$ cat config.mk
export PLATFORM = sky130hd
export DESIGN_NAME = sram_stream_ctrl_flat
export DESIGN_NICKNAME = d
export VERILOG_FILES = /design/src/rtl/sram_stream_ctrl_if.sv /design/src/rtl/sram_stream_ctrl.sv /design/src/flat_wrapper.sv
export SDC_FILE = /design/constraint.sdc
export NUM_CORES = 1
export LEC_CHECK = 0
export ABC_AREA = 1
export BUFFER_PORTS_ARGS = -buffer_cell sky130_fd_sc_hd__buf_2
export CAP_MARGIN = 25
export CELL_PAD_IN_SITES_DETAIL_PLACEMENT = 1
export CELL_PAD_IN_SITES_GLOBAL_PLACEMENT = 1
export CORE_MARGIN = 4
export CORE_UTILIZATION = 39
export CTS_CLUSTER_DIAMETER = 200
export DETAILED_ROUTE_END_ITERATION = 10
export PLACE_DENSITY = 0.89
export REMOVE_ABC_BUFFERS = 1
export SLEW_MARGIN = 10
export SYNTH_ARGS = -nofsm -noshare
export SYNTH_HDL_FRONTEND = slang
export SYNTH_SLANG_ARGS = --single-unit
$ cat constraint.sdc
create_clock -name iClk -period 2.3 [get_ports iClk]
set_clock_uncertainty 0.15 [all_clocks]
set_input_delay 0.23 -clock iClk [delete_from_list [all_inputs] [get_ports iClk]]
set_output_delay 0.23 -clock iClk [all_outputs]
set_load 0.1 [all_outputs]
$ cat src/rtl/sram_stream_ctrl_if.sv
// sram_stream_ctrl_if: command, stream and SRAM-macro signals of sram_stream_ctrl.
// The slave modport is the controller's view; master is the surrounding system.
interface sram_stream_ctrl_if #(
    parameter int SRAM_DEPTH = 10,
    parameter int DATA_WIDTH = 16
);
    localparam int AW = $clog2(SRAM_DEPTH);
    localparam int LW = $clog2(SRAM_DEPTH + 1);
    logic                  iStart;
    logic                  iMode;
    logic [AW-1:0]         iBase;
    logic [LW-1:0]         iLen;
    logic                  oBusy;
    logic                  oDone;
    logic                  iInVld;
    logic                  oInRdy;
    logic [DATA_WIDTH-1:0] iInDt;
    logic                  oOutVld;
    logic                  iOutRdy;
    logic [DATA_WIDTH-1:0] oOutDt;
    logic                  oCsn;
    logic                  oWrn;
    logic [AW-1:0]         oAddr;
    logic [DATA_WIDTH-1:0] oWrDt;
    logic [DATA_WIDTH-1:0] iRdDt;
    modport slave (
        input  iStart, iMode, iBase, iLen, iInVld, iInDt, iOutRdy, iRdDt,
        output oBusy, oDone, oInRdy, oOutVld, oOutDt, oCsn, oWrn, oAddr, oWrDt
    );
    modport master (
        output iStart, iMode, iBase, iLen, iInVld, iInDt, iOutRdy, iRdDt,
        input  oBusy, oDone, oInRdy, oOutVld, oOutDt, oCsn, oWrn, oAddr, oWrDt
    );
endinterface

$ cat src/rtl/sram_stream_ctrl.sv
// sram_stream_ctrl: bursts a valid/ready stream into or out of a single-port SRAM,
// hiding the macro's 1-cycle read latency behind a 2-entry output FIFO.
module sram_stream_ctrl #(
    parameter int SRAM_DEPTH = 10,
    parameter int DATA_WIDTH = 16
) (
    input logic               iClk,
    input logic               iRsn,
    sram_stream_ctrl_if.slave bus
);
    localparam int AW = $clog2(SRAM_DEPTH);
    localparam int LW = $clog2(SRAM_DEPTH + 1);

    typedef enum logic [1:0] {IDLE, WRITE, READ, DONE} state_t;

    state_t                state_q, state_d;
    logic [AW-1:0]         addr_q, addr_d, last_addr_q, last_addr_d;
    logic [DATA_WIDTH-1:0] last_wdt_q, last_wdt_d;
    logic [LW-1:0]         len_q, len_d, cnt_q, cnt_d;
    logic                  inflight_q;
    logic [DATA_WIDTH-1:0] fifo_q [2];
    logic                  wptr_q, rptr_q;
    logic [1:0]            count_q, count_d;
    logic                  wr, rd, pop, cap;
    logic [LW-1:0]         eff_len;
    logic [AW-1:0]         base, addr_inc;

    always_comb begin
        eff_len = (bus.iLen > LW'(SRAM_DEPTH)) ? LW'(SRAM_DEPTH) : bus.iLen;
        base = (int'(bus.iBase) >= SRAM_DEPTH) ? bus.iBase - AW'(SRAM_DEPTH) : bus.iBase;
        addr_inc = (addr_q == AW'(SRAM_DEPTH - 1)) ? '0 : addr_q + 1'b1;
        pop = (count_q != 2'd0) && bus.iOutRdy;
        cap = inflight_q;
        wr = (state_q == WRITE) && bus.iInVld;
        // a read may only issue if its word is guaranteed a FIFO slot on return
        rd = (state_q == READ) && (cnt_q < len_q) &&
             (({1'b0, count_q} + {2'b0, inflight_q}) < (3'd2 + {2'b0, pop}));
        count_d = count_q + {1'b0, cap} - {1'b0, pop};
    end

    always_comb begin
        state_d = state_q;
        addr_d = (wr || rd) ? addr_inc : addr_q;
        cnt_d = (wr || rd) ? cnt_q + 1'b1 : cnt_q;
        len_d = len_q;
        last_addr_d = (wr || rd) ? addr_q : last_addr_q;
        last_wdt_d = wr ? bus.iInDt : last_wdt_q;
        case (state_q)
            IDLE: if (bus.iStart) begin
                addr_d = base;
                len_d = eff_len;
                cnt_d = '0;
                state_d = (eff_len == '0) ? DONE : (bus.iMode ? READ : WRITE);
            end
            WRITE: if (wr && (cnt_q + 1'b1 == len_q)) state_d = DONE;
            READ: if ((cnt_q == len_q) && !inflight_q && (count_d == 2'd0)) state_d = DONE;
            DONE: state_d = IDLE;
        endcase
    end

    always_ff @(posedge iClk or negedge iRsn) begin
        if (!iRsn) begin
            state_q <= IDLE;
            addr_q <= '0;
            last_addr_q <= '0;
            last_wdt_q <= '0;
            len_q <= '0;
            cnt_q <= '0;
            inflight_q <= 1'b0;
            fifo_q <= '{default: '0};
            wptr_q <= 1'b0;
            rptr_q <= 1'b0;
            count_q <= 2'd0;
        end else begin
            state_q <= state_d;
            addr_q <= addr_d;
            last_addr_q <= last_addr_d;
            last_wdt_q <= last_wdt_d;
            len_q <= len_d;
            cnt_q <= cnt_d;
            inflight_q <= rd;
            if (cap) fifo_q[wptr_q] <= bus.iRdDt;
            wptr_q <= wptr_q ^ cap;
            rptr_q <= rptr_q ^ pop;
            count_q <= count_d;
        end
    end

    assign bus.oBusy = (state_q != IDLE);
    assign bus.oDone = (state_q == DONE);
    assign bus.oInRdy = (state_q == WRITE);
    assign bus.oOutVld = (count_q != 2'd0);
    assign bus.oOutDt = fifo_q[rptr_q];
    assign bus.oCsn = !(wr || rd);
    assign bus.oWrn = wr;
    assign bus.oAddr = (wr || rd) ? addr_q : last_addr_q;
    assign bus.oWrDt = wr ? bus.iInDt : last_wdt_q;

    a_no_overflow: assert property (@(posedge iClk) disable iff (!iRsn)
        !((count_q == 2'd2) && cap && !pop));
endmodule

$ cat src/flat_wrapper.sv
// flat-port wrapper written by rule: the top's interface ports become plain ports
module sram_stream_ctrl_flat 
#(
    parameter int SRAM_DEPTH = 10,
    parameter int DATA_WIDTH = 16
)
  (iClk, iRsn, bus_iStart, bus_iMode, bus_iBase, bus_iLen, bus_iInVld, bus_iInDt, bus_iOutRdy, bus_iRdDt, bus_oBusy, bus_oDone, bus_oInRdy, bus_oOutVld, bus_oOutDt, bus_oCsn, bus_oWrn, bus_oAddr, bus_oWrDt);
  sram_stream_ctrl_if #(.SRAM_DEPTH(SRAM_DEPTH), .DATA_WIDTH(DATA_WIDTH)) bus_i ();
  input logic iClk;
  input logic iRsn;
  input wire logic [$bits(bus_i.iStart)-1:0] bus_iStart;
  input wire logic [$bits(bus_i.iMode)-1:0] bus_iMode;
  input wire logic [$bits(bus_i.iBase)-1:0] bus_iBase;
  input wire logic [$bits(bus_i.iLen)-1:0] bus_iLen;
  input wire logic [$bits(bus_i.iInVld)-1:0] bus_iInVld;
  input wire logic [$bits(bus_i.iInDt)-1:0] bus_iInDt;
  input wire logic [$bits(bus_i.iOutRdy)-1:0] bus_iOutRdy;
  input wire logic [$bits(bus_i.iRdDt)-1:0] bus_iRdDt;
  output wire logic [$bits(bus_i.oBusy)-1:0] bus_oBusy;
  output wire logic [$bits(bus_i.oDone)-1:0] bus_oDone;
  output wire logic [$bits(bus_i.oInRdy)-1:0] bus_oInRdy;
  output wire logic [$bits(bus_i.oOutVld)-1:0] bus_oOutVld;
  output wire logic [$bits(bus_i.oOutDt)-1:0] bus_oOutDt;
  output wire logic [$bits(bus_i.oCsn)-1:0] bus_oCsn;
  output wire logic [$bits(bus_i.oWrn)-1:0] bus_oWrn;
  output wire logic [$bits(bus_i.oAddr)-1:0] bus_oAddr;
  output wire logic [$bits(bus_i.oWrDt)-1:0] bus_oWrDt;
  assign bus_i.iStart = bus_iStart;
  assign bus_i.iMode = bus_iMode;
  assign bus_i.iBase = bus_iBase;
  assign bus_i.iLen = bus_iLen;
  assign bus_i.iInVld = bus_iInVld;
  assign bus_i.iInDt = bus_iInDt;
  assign bus_i.iOutRdy = bus_iOutRdy;
  assign bus_i.iRdDt = bus_iRdDt;
  assign bus_oBusy = bus_i.oBusy;
  assign bus_oDone = bus_i.oDone;
  assign bus_oInRdy = bus_i.oInRdy;
  assign bus_oOutVld = bus_i.oOutVld;
  assign bus_oOutDt = bus_i.oOutDt;
  assign bus_oCsn = bus_i.oCsn;
  assign bus_oWrn = bus_i.oWrn;
  assign bus_oAddr = bus_i.oAddr;
  assign bus_oWrDt = bus_i.oWrDt;
  sram_stream_ctrl #(.SRAM_DEPTH(SRAM_DEPTH), .DATA_WIDTH(DATA_WIDTH)) u_core (.iClk(iClk), .iRsn(iRsn), .bus(bus_i));
endmodule
After elaboration in Yosys (flattened, before gate mapping) --
Index checks and enable logic that the tools add are counted.
Storage, ports and cells: register bits 71, bits of input ports 46, output and inout port bits 42
Operators by class: $add $sub $neg 7, magnitude comparators 7, equal/unequal tests 9, multiplexer cells 23, bitwise logic cells 4, reductions and logical operators 18
Operators by type and width (count):
- 16-bit 2-to-1 mux | 5
- 4-bit 2-to-1 mux | 10
- 32-bit bitwise mux | 1
- 16-bit demux with 1-bit select | 1
- 2-bit 2-to-1 mux | 5
- 4-bit by 1-bit adder with 4-bit output, second input constant | 2
- 4-bit == test | 2
- 1-bit logical AND | 8
- 2-bit case mux with 4 select lines | 1
- 2-bit == test, second input constant | 2
- 4-bit == test, second input constant | 1
- 2-bit >= comparator, second input constant | 2
- 4-bit >= comparator, second input constant | 1
- 4-bit > comparator, second input constant | 1
- 2-bit zero test | 2
- 4-bit zero test | 1
- 4-bit < comparator | 1
- 2-bit inequality test, second input constant | 2
- 1-bit NOT with 2-bit output | 2
- 2-bit nonzero test | 2
- 4-bit subtractor, second input constant | 1
- 2-bit by 1-bit adder with 3-bit output | 1
- 2-bit by 1-bit adder with 3-bit output, first input constant | 1
- 3-bit < comparator | 1
- other kinds (10) | 12

Depth between registers and ports, before layout --
Gate-level depths: netlist of run 1.
depth in word-level cells 9, depth in mapped cells 15, mapped depth without buffers 15

Least setup slack after synthesis of run 1 --
Ideal clock, no wire load.
kind register -> output, start point register u_core.state_q[1], end point output port bus_oWrDt[0], arrival time 3099 ps, setup slack -1179 ps, cell stages (with the launch flop) 8, buffers on the path 1, cell sequence dfrtp_1 inv_1 ha_1 nand2_1 clkinv_1 buf_2 nand2_1 nand2_1
Between the ends: cells in the longest elaborated chain, start to end 3
RTL lines:
- start, declared | RTL line sram_stream_ctrl.sv:16 | state_t state_q, state_d;
- start signal, assigned | RTL line sram_stream_ctrl.sv:75 | state_q <= state_d;
- 2-bit by 1-bit == test with 1-bit output
- via bus_oInRdy | RTL line flat_wrapper.sv:21 | output wire logic [$bits(bus_i.oInRdy)-1:0] bus_oInRdy;
- 1-bit logical AND | RTL line sram_stream_ctrl.sv:34 | wr = (state_q == WRITE) && bus.iInVld;
- via bus_oWrn | RTL line flat_wrapper.sv:25 | output wire logic [$bits(bus_i.oWrn)-1:0] bus_oWrn;
- 16-bit 2-to-1 mux
- end, declared | RTL line flat_wrapper.sv:27 | output wire logic [$bits(bus_i.oWrDt)-1:0] bus_oWrDt;
The timed path passes the listed nets, and every way through them passes these cells.

Worst setup path after layout of run 1 --
start point register u_core.inflight_q (netlist: u_core.cap), end point output port bus_oAddr[2]
Between the ends: cells in the longest elaborated chain, start to end 5
RTL lines:
- start, declared | RTL line sram_stream_ctrl.sv:20 | logic inflight_q;
- start signal, assigned | RTL line sram_stream_ctrl.sv:81 | inflight_q <= rd;
- 2-bit by 1-bit adder with 3-bit output | RTL line sram_stream_ctrl.sv:37 | (({1'b0, count_q} + {2'b0, inflight_q}) < (3'd2 + {2'b0, pop}));
- 3-bit < comparator | RTL line sram_stream_ctrl.sv:37
- 1-bit logical AND | RTL line sram_stream_ctrl.sv:36 | rd = (state_q == READ) && (cnt_q < len_q) &&
- 1-bit logical OR | RTL line sram_stream_ctrl.sv:96 | assign bus.oAddr = (wr || rd) ? addr_q : last_addr_q;
- 4-bit 2-to-1 mux
- end, declared | RTL line flat_wrapper.sv:26 | output wire logic [$bits(bus_i.oAddr)-1:0] bus_oAddr;
Every way passes these cells.

==> impl_results.md, run 1 <==
- Outcome: finished, violations left
- Failing checks: setup timing
- # DRC: 0
- Die Wd: 103.7 microns
- Synthesized cell area: 0.003573 sq mm
- Critical Path Source Type: register
- Setup TNS: -0.4568 ns
- Area Growth Syn to Fin: 45.27%
- FF+latch count, synth: 71
- Crit end category: output pin
- Hold endpoint: u_core.last_wdt_q[12]
- Cell Count Post-Placement: 609
- Final setup vio count: 5
- Met1 Use GR: 23.66%
- Tmin final: 2.428 ns
- Synth unique cells: 28
- Routed WL: 10.73 mm
- DRT antenna net count: 0
- Largest net degree at the start of global routing: 33
- Syn avg cell area: 8.528 sq um
- Dpl ws: -0.08642 ns
- Die area: 0.01076 sq mm
- Maximum clock path buffer count: 2
- Slowest cell on crit path: dfrtp_1
- Final instance area: 0.005191 sq mm
- Die height: 103.7 microns
- RSZ-0062 raised after global routing: true
- CP arrival: 2.05 ns
- Synth area leader: dfrtp_1
- Post-synth top area share: 49.72%
- Crit path max fanout: 8
- Fraction of registers with async set/reset: 100.0%
- WL/cell: 16.34 microns
- Main area contributors after synthesis: dfrtp_1 50%, nand2_1 14%, o21ai_0 6.2%
- Worst hold start: bus_iInDt[12]
- Worst-margin pin slew: 0.4950 ns
- Final number of max-transition violations: 0
- TritonCTS Buffers: 9
- M3 GR Usage: 4.042%
- R2r endpoint: u_core.state_q[0]
- Routability cong.: 0.8583
- Worst r2r path cells: 16
- Most frequent cell after synthesis: nand2_1
- Worst-path cell chain: ha_2 -> ha_4 -> inv_2 -> nand3b_1 -> nor2_2 -> nand3_4 -> nand2_8 -> inv_12 -> o21ai_4 -> buf_12
- Post-Synthesis Cells: 419
- Synth Warn #: 0
- Non-filler cells, final: 657
- Clk_lat worst skew: 0.34 ns
- Post-synth top flop: dfrtp_1
- FF-to-FF Start: u_core.count_q[0]
- Flop-to-flop setup slack: 0 ns
- Port bufs: 87
- Worst Path Buf+Inv: 3
- Hold path cells: 3
- Critical path depth: 10
- Maxcap violations: 0
- Max incr delay on CP: 0.41 ns
- Iteration-0 DRC Markers: 88
- Layout cell share with drive strength beyond 1: 32.60%
- H-Tree Depth: 3
- First-pass GRT wire length: 17.87 mm
- Number of global-route vias before repair: 3665
- Row count: 34
- Relative slew slack: 66.65%
- GRT Util Overall: 20.42%
- Clock transition at the registers of the reported paths: 0.08 ns
- Final worst slack: -0.1280 ns
- Grt total ovfl: 0
- Initial Util: 40.58%
- CTS tree: yes
- Antenna fix cells: 0
- Root Buffer Master: clkbuf_8
- EDFF count, synth: 0
- Core Box Area: 0.008806 sq mm
- Critical Path RT: 1.92 ns
- Fin. Hold Viols: 0
- Most Crowded Layer GR: met2
- Critical path's top delay family: simple AND/OR/NAND/NOR gates
- First-pass DRT Iterations: 4
- Post-detailed-route via-to-cell ratio: 4.938
- Vias: 3244
- Initial antenna violation count: 0
- Fmax: 411.9 MHz
- DP HPWL: 7.183 mm
- Seq/Total Area, Yosys: 49.72%
- Hold Crit Class: input pin to register
- CP Class: register to output pin
- Placed instance area: 0.004529 sq mm
- Met2 usage: 37.10%
- Final Cycle Share: 105.6%
- Most frequent cells after synthesis: 131 x nand2_1, 71 x dfrtp_1, 56 x inv_1
- # IOs: 88
- Sink Count: 71
- Nets: 607
[worst min-delay path: stages]
cell     delay [ns]
buf_2          0.07
nand2_1        0.04
nand2_1        0.11
[cells in the final DEF (no fill, tap or decap), drive strengths merged, types with 4 or more instances in the layout]
cell type and n:
clkinv 4, inv 60, nand3 22, mux2 16, clkbuf 10, nand2 138
ha 17, buf 106, dfrtp 71, nor2 18, dlygate4sd3 21, o21ai 47
a21oi 5
[cells by family (layout without fill, tap and decap cells)]
logic type | after synthesis | in the layout | share of synthesized area [%]
flip-flops | 71 | 71 | 49.72
XOR/XNOR | 2 | 2 | 0.4903
buffers and inverters | 74 | 204 | 8.263
adder cells (fa/ha/maj) | 17 | 17 | 5.952
AND/OR/NAND/NOR | 182 | 182 | 21.67
multiplexers | 16 | 16 | 5.042
AO/OA/AOI/OAI | 57 | 57 | 8.858
[area by class of cell]
type | instances | area, sq um
inverter | 60 | 245.2
multi-input combinational | 274 | 1634
clock buffer | 9 | 123.9
fill | 1010 | 3615
timing repair buffer | 128 | 1202
clock inverter | 7 | 72.57
tap | 108 | 135.1
sequential | 71 | 1778
[metrics by stage]
step / utilization, % / hold WS (ns)
CTS: 57.86 / 0.002872
detailed placement: 51.44 / 0.06888
finish: 58.95 / 0.01731
global route: 58.95 / 0.02867
floorplan: - / -0.2156
global placement: 51.44 / 0.05679
[sequential cells by signal, summed over array words and instances (netlist names)]
register	count
u_core.state_q	2
u_core.last_addr_q	4
u_core.wptr_q	1
u_core.addr_q	4
u_core.cap	1
u_core.cnt_q	4
u_core.fifo_q	32
u_core.count_q	2
u_core.rptr_q	1
u_core.last_wdt_q	16
u_core.len_q	4
[layer usage]
layer	share of wire (%)	wire [microns]
met5	0	0
met4	1.9	200
met2	53	5694
met1	41	4390
met3	4.2	449
[what timing repair did]
action                                  CTS  global route
hold buffers                             21             0
endpoints found under the setup margin   24            24
endpoints found under the hold margin    53             0
setup buffers                             7             3
resized for setup                        24            13
pin swaps                                11             9
[how the worst max path moves through the flow]
stage                      start                    to
2_1_floorplan  u_core.state_q[1]  u_core.last_wdt_q[0]
3_3_place_gp   u_core.count_q[1]     u_core.state_q[1]
3_5_place_dp   u_core.count_q[0]     u_core.state_q[1]
4_1_cts               u_core.cap          bus_oAddr[1]
5_1_grt               u_core.cap          bus_oAddr[2]
6_report              u_core.cap          bus_oAddr[2]
Power of run 1 is not shown: default switching activity piles up to over one toggle a cycle in this logic, so the estimate is an artifact.
==> inputs of run 2 (changes only) <==
clock period = 2.6 ns   (was 2.3 ns; I/O delays follow)
==> run 2 against run 1 <==
Against the previous run: register-to-register slack better by 0.19 ns; critical endpoint unchanged; final cell count is 0.76% higher; count of clock-buffer cells in the layout unchanged; global-route usage decreased by 0.39 points; core utilization down 2.8 points; hold slack better by 0.0070 ns; the run now ends clean; critical path depth stayed put; setup slack better by 0.17 ns; non-clock buffer count up 5; cell area down 4.8%; routed wire length decreased by 2.7%.
==> impl_results.md, run 2 (synthesis results as in run 1) <==
- Final setup vio count: 0 (-5)
- Worst-path cell chain: ha_2 -> ha_2 -> inv_2 -> nand3b_1 -> nor2_2 -> nand3_4 -> nand2_8 -> clkinv_8 -> o21ai_4 -> buf_12
- Routability cong.: 0.7646 (-11%)
- Dpl ws: 0.2632 ns (+0.3496 ns)
- Initial antenna violation count: 0 (unchanged)
- Iteration-0 DRC Markers: 74 (-16%)
- Fillers: 1037 (+2.7%)
- Core Box Area: 0.008806 sq mm (unchanged)
- Commonest non-fill, non-tap cell in the layout: nand2_1
- Largest net degree at the start of global routing: 41 (+24%)
- CP arrival: 2.15 ns (+0.10 ns)
- DRT antenna net count: 0 (unchanged)
- RSZ-0062 raised after global routing: true
- DP HPWL: 6.844 mm (-4.7%)
- Storage element area: 0.001779 sq mm (about the same)
- Final Cycle Share: 98.32%
- Die area: 0.01076 sq mm (unchanged)
- Nets: 612 (+0.82%)
- Footprint of the multi-input gates: 0.001551 sq mm (-5.1%)
- Worst r2r path cells: 16 (unchanged)
- Most used cell, CP: ha_2
- Outcome: complete, no violations
- Maximum clock path buffer count: 2 (unchanged)
- Worst Setup SP: u_core.count_q[0]
- Maxcap violations: 0 (unchanged)
- Vias: 3276 (+0.99%)
- Non-filler cells, final: 662 (+0.76%)
- Die Wd: 103.7 microns (unchanged)
- Clock transition at the registers of the reported paths: 0.08 ns (about the same)
- Worst Path Buf+Inv: 3 (unchanged)
- Final number of max-transition violations: 0 (unchanged)
- Max incr delay on CP: 0.41 ns (about the same)
- # IOs: 88 (unchanged)
- Registers with the most flip-flops: u_core.fifo_q x32, u_core.last_wdt_q x16
- TritonCTS Buffers: 9 (unchanged)
- Final worst slack: 0.04367 ns (+0.1717 ns)
- Hold Crit Class: input pin to register
- Crit path max fanout: 8 (unchanged)
- Critical Path Source Type: register
- Die height: 103.7 microns (unchanged)
- Critical path's top delay family: simple AND/OR/NAND/NOR gates
- Critical Path RT: 2.19 ns (+0.27 ns)
- Sink Count: 71 (unchanged)
- Number of global-route vias before repair: 3604 (-1.7%)
- Flop-to-flop setup slack: 0.19 ns (+0.19 ns)
- Register with the most flip-flops: u_core.fifo_q
- WL/cell: 15.78 microns (-3.4%)
- R2r endpoint: u_core.state_q[0]
- Area Growth Syn to Fin: 38.31%
- First-pass GRT wire length: 17.39 mm (-2.7%)
- Root Buffer Master: clkbuf_8
- Crit end category: output pin
- Hold_ws: 0.02428 ns (+0.006966 ns)
- Relative slew slack: 49.19% (-17 points)
- Final instance area: 0.004942 sq mm (-4.8%)
- # DRC: 0 (unchanged)
- Fin. Hold Viols: 0 (unchanged)
- Tmin final: 2.556 ns
- Fmax: 391.2 MHz
- CTS tree: yes
- Initial Util: 40.58% (unchanged)
- Layout cell share with drive strength beyond 1: 29.42% (-3.2 points)
- GRT Util Overall: 20.03% (-0.39 points)
- CP Class: register to output pin
- Worst-margin pin slew: 0.7622 ns (+0.2672 ns)
- H-Tree Depth: 3 (unchanged)
- Routed WL: 10.44 mm (-2.7%)
- Port bufs: 87 (unchanged)
- Row count: 34 (unchanged)
- Post-detailed-route via-to-cell ratio: 4.949 (+0.22%)
- CP endpoint: bus_oAddr[2]
- Slowest cell on crit path: dfrtp_1
- Cell Count Post-Placement: 604 (-0.82%)
- Antenna fix cells: 0 (unchanged)
- Critical path depth: 10 (unchanged)
- FF-to-FF Start: u_core.count_q[0]
- Grt total ovfl: 0 (unchanged)
- Max reg flops: 32 (unchanged)
- Placed instance area: 0.004194 sq mm (-7.4%)
- Clk_lat worst skew: 0.34 ns (about the same)
- First-pass DRT Iterations: 4 (unchanged)
- Most frequent cells in the layout: 128 x nand2_1, 69 x dfrtp_1, 66 x buf_2
run 2: per-stage QoR:
step | TNS (ns) | utilization [%]
floorplan | -63.23 | -
global placement | 0 | 47.63
detailed placement | 0 | 47.63
CTS | -0.06380 | 54.69
global route | -0.1991 | 56.12
finish | 0 | 56.12
run 2: worst min-delay path by stage:
| stage | from | endpoint | cells past startpoint |
|---|---|---|---|
| 6_report | bus_iRdDt[15] | u_core.fifo_q[31] | 3 |
| 5_1_grt | bus_iRdDt[9] | u_core.fifo_q[25] | 3 |
| 4_1_cts | bus_iRdDt[3] | u_core.fifo_q[3] | 2 |
| 3_5_place_dp | iRsn | u_core.fifo_q[21] | 1 |
| 3_3_place_gp | iRsn | u_core.fifo_q[21] | 1 |
| 2_1_floorplan | iRsn | u_core.addr_q[0] | 0 |
run 2: tightest hold or removal path, delay by kind of cell:
family	cells	cell delay [ns]
buf+inv	1	0.11
compound gates	1	0.06
simple gates	1	0.06
run 2: metal layers:
| layer | global-route usage, % | share of wire, % | wire length [microns] | up-vias |
|---|---|---|---|---|
| met5 | 0 | 0 | 0 | - |
| met4 | 6.173 | 1.9 | 196 | 0 |
| met3 | 5.846 | 4.5 | 475 | 20 |
| met2 | 38.18 | 56 | 5817 | 91 |
| met1 | 21.15 | 38 | 3955 | 1595 |
| li1 | - | - | - | 1570 |
run 2: repair_timing:
item                       in CTS  in global routing
hold buffers                   32                  1
hold endpoints to repair       68                  1
setup endpoints to repair      23                 19
setup buffers                   1                  8
pin swaps                       0                  5
gates resized for setup        22                 19
run 2: area by class of cell:
| class | count | share of cell area, % |
|---|---|---|
| tap | 108 | 2.734 |
| sequential | 71 | 36.00 |
| multi-input combinational | 274 | 31.39 |
| clock inverter | 7 | 2.076 |
| clock buffer | 9 | 2.506 |
| timing repair buffer | 133 | 20.43 |
| inverter | 60 | 4.861 |
Power of run 2 is left out for the same reason.
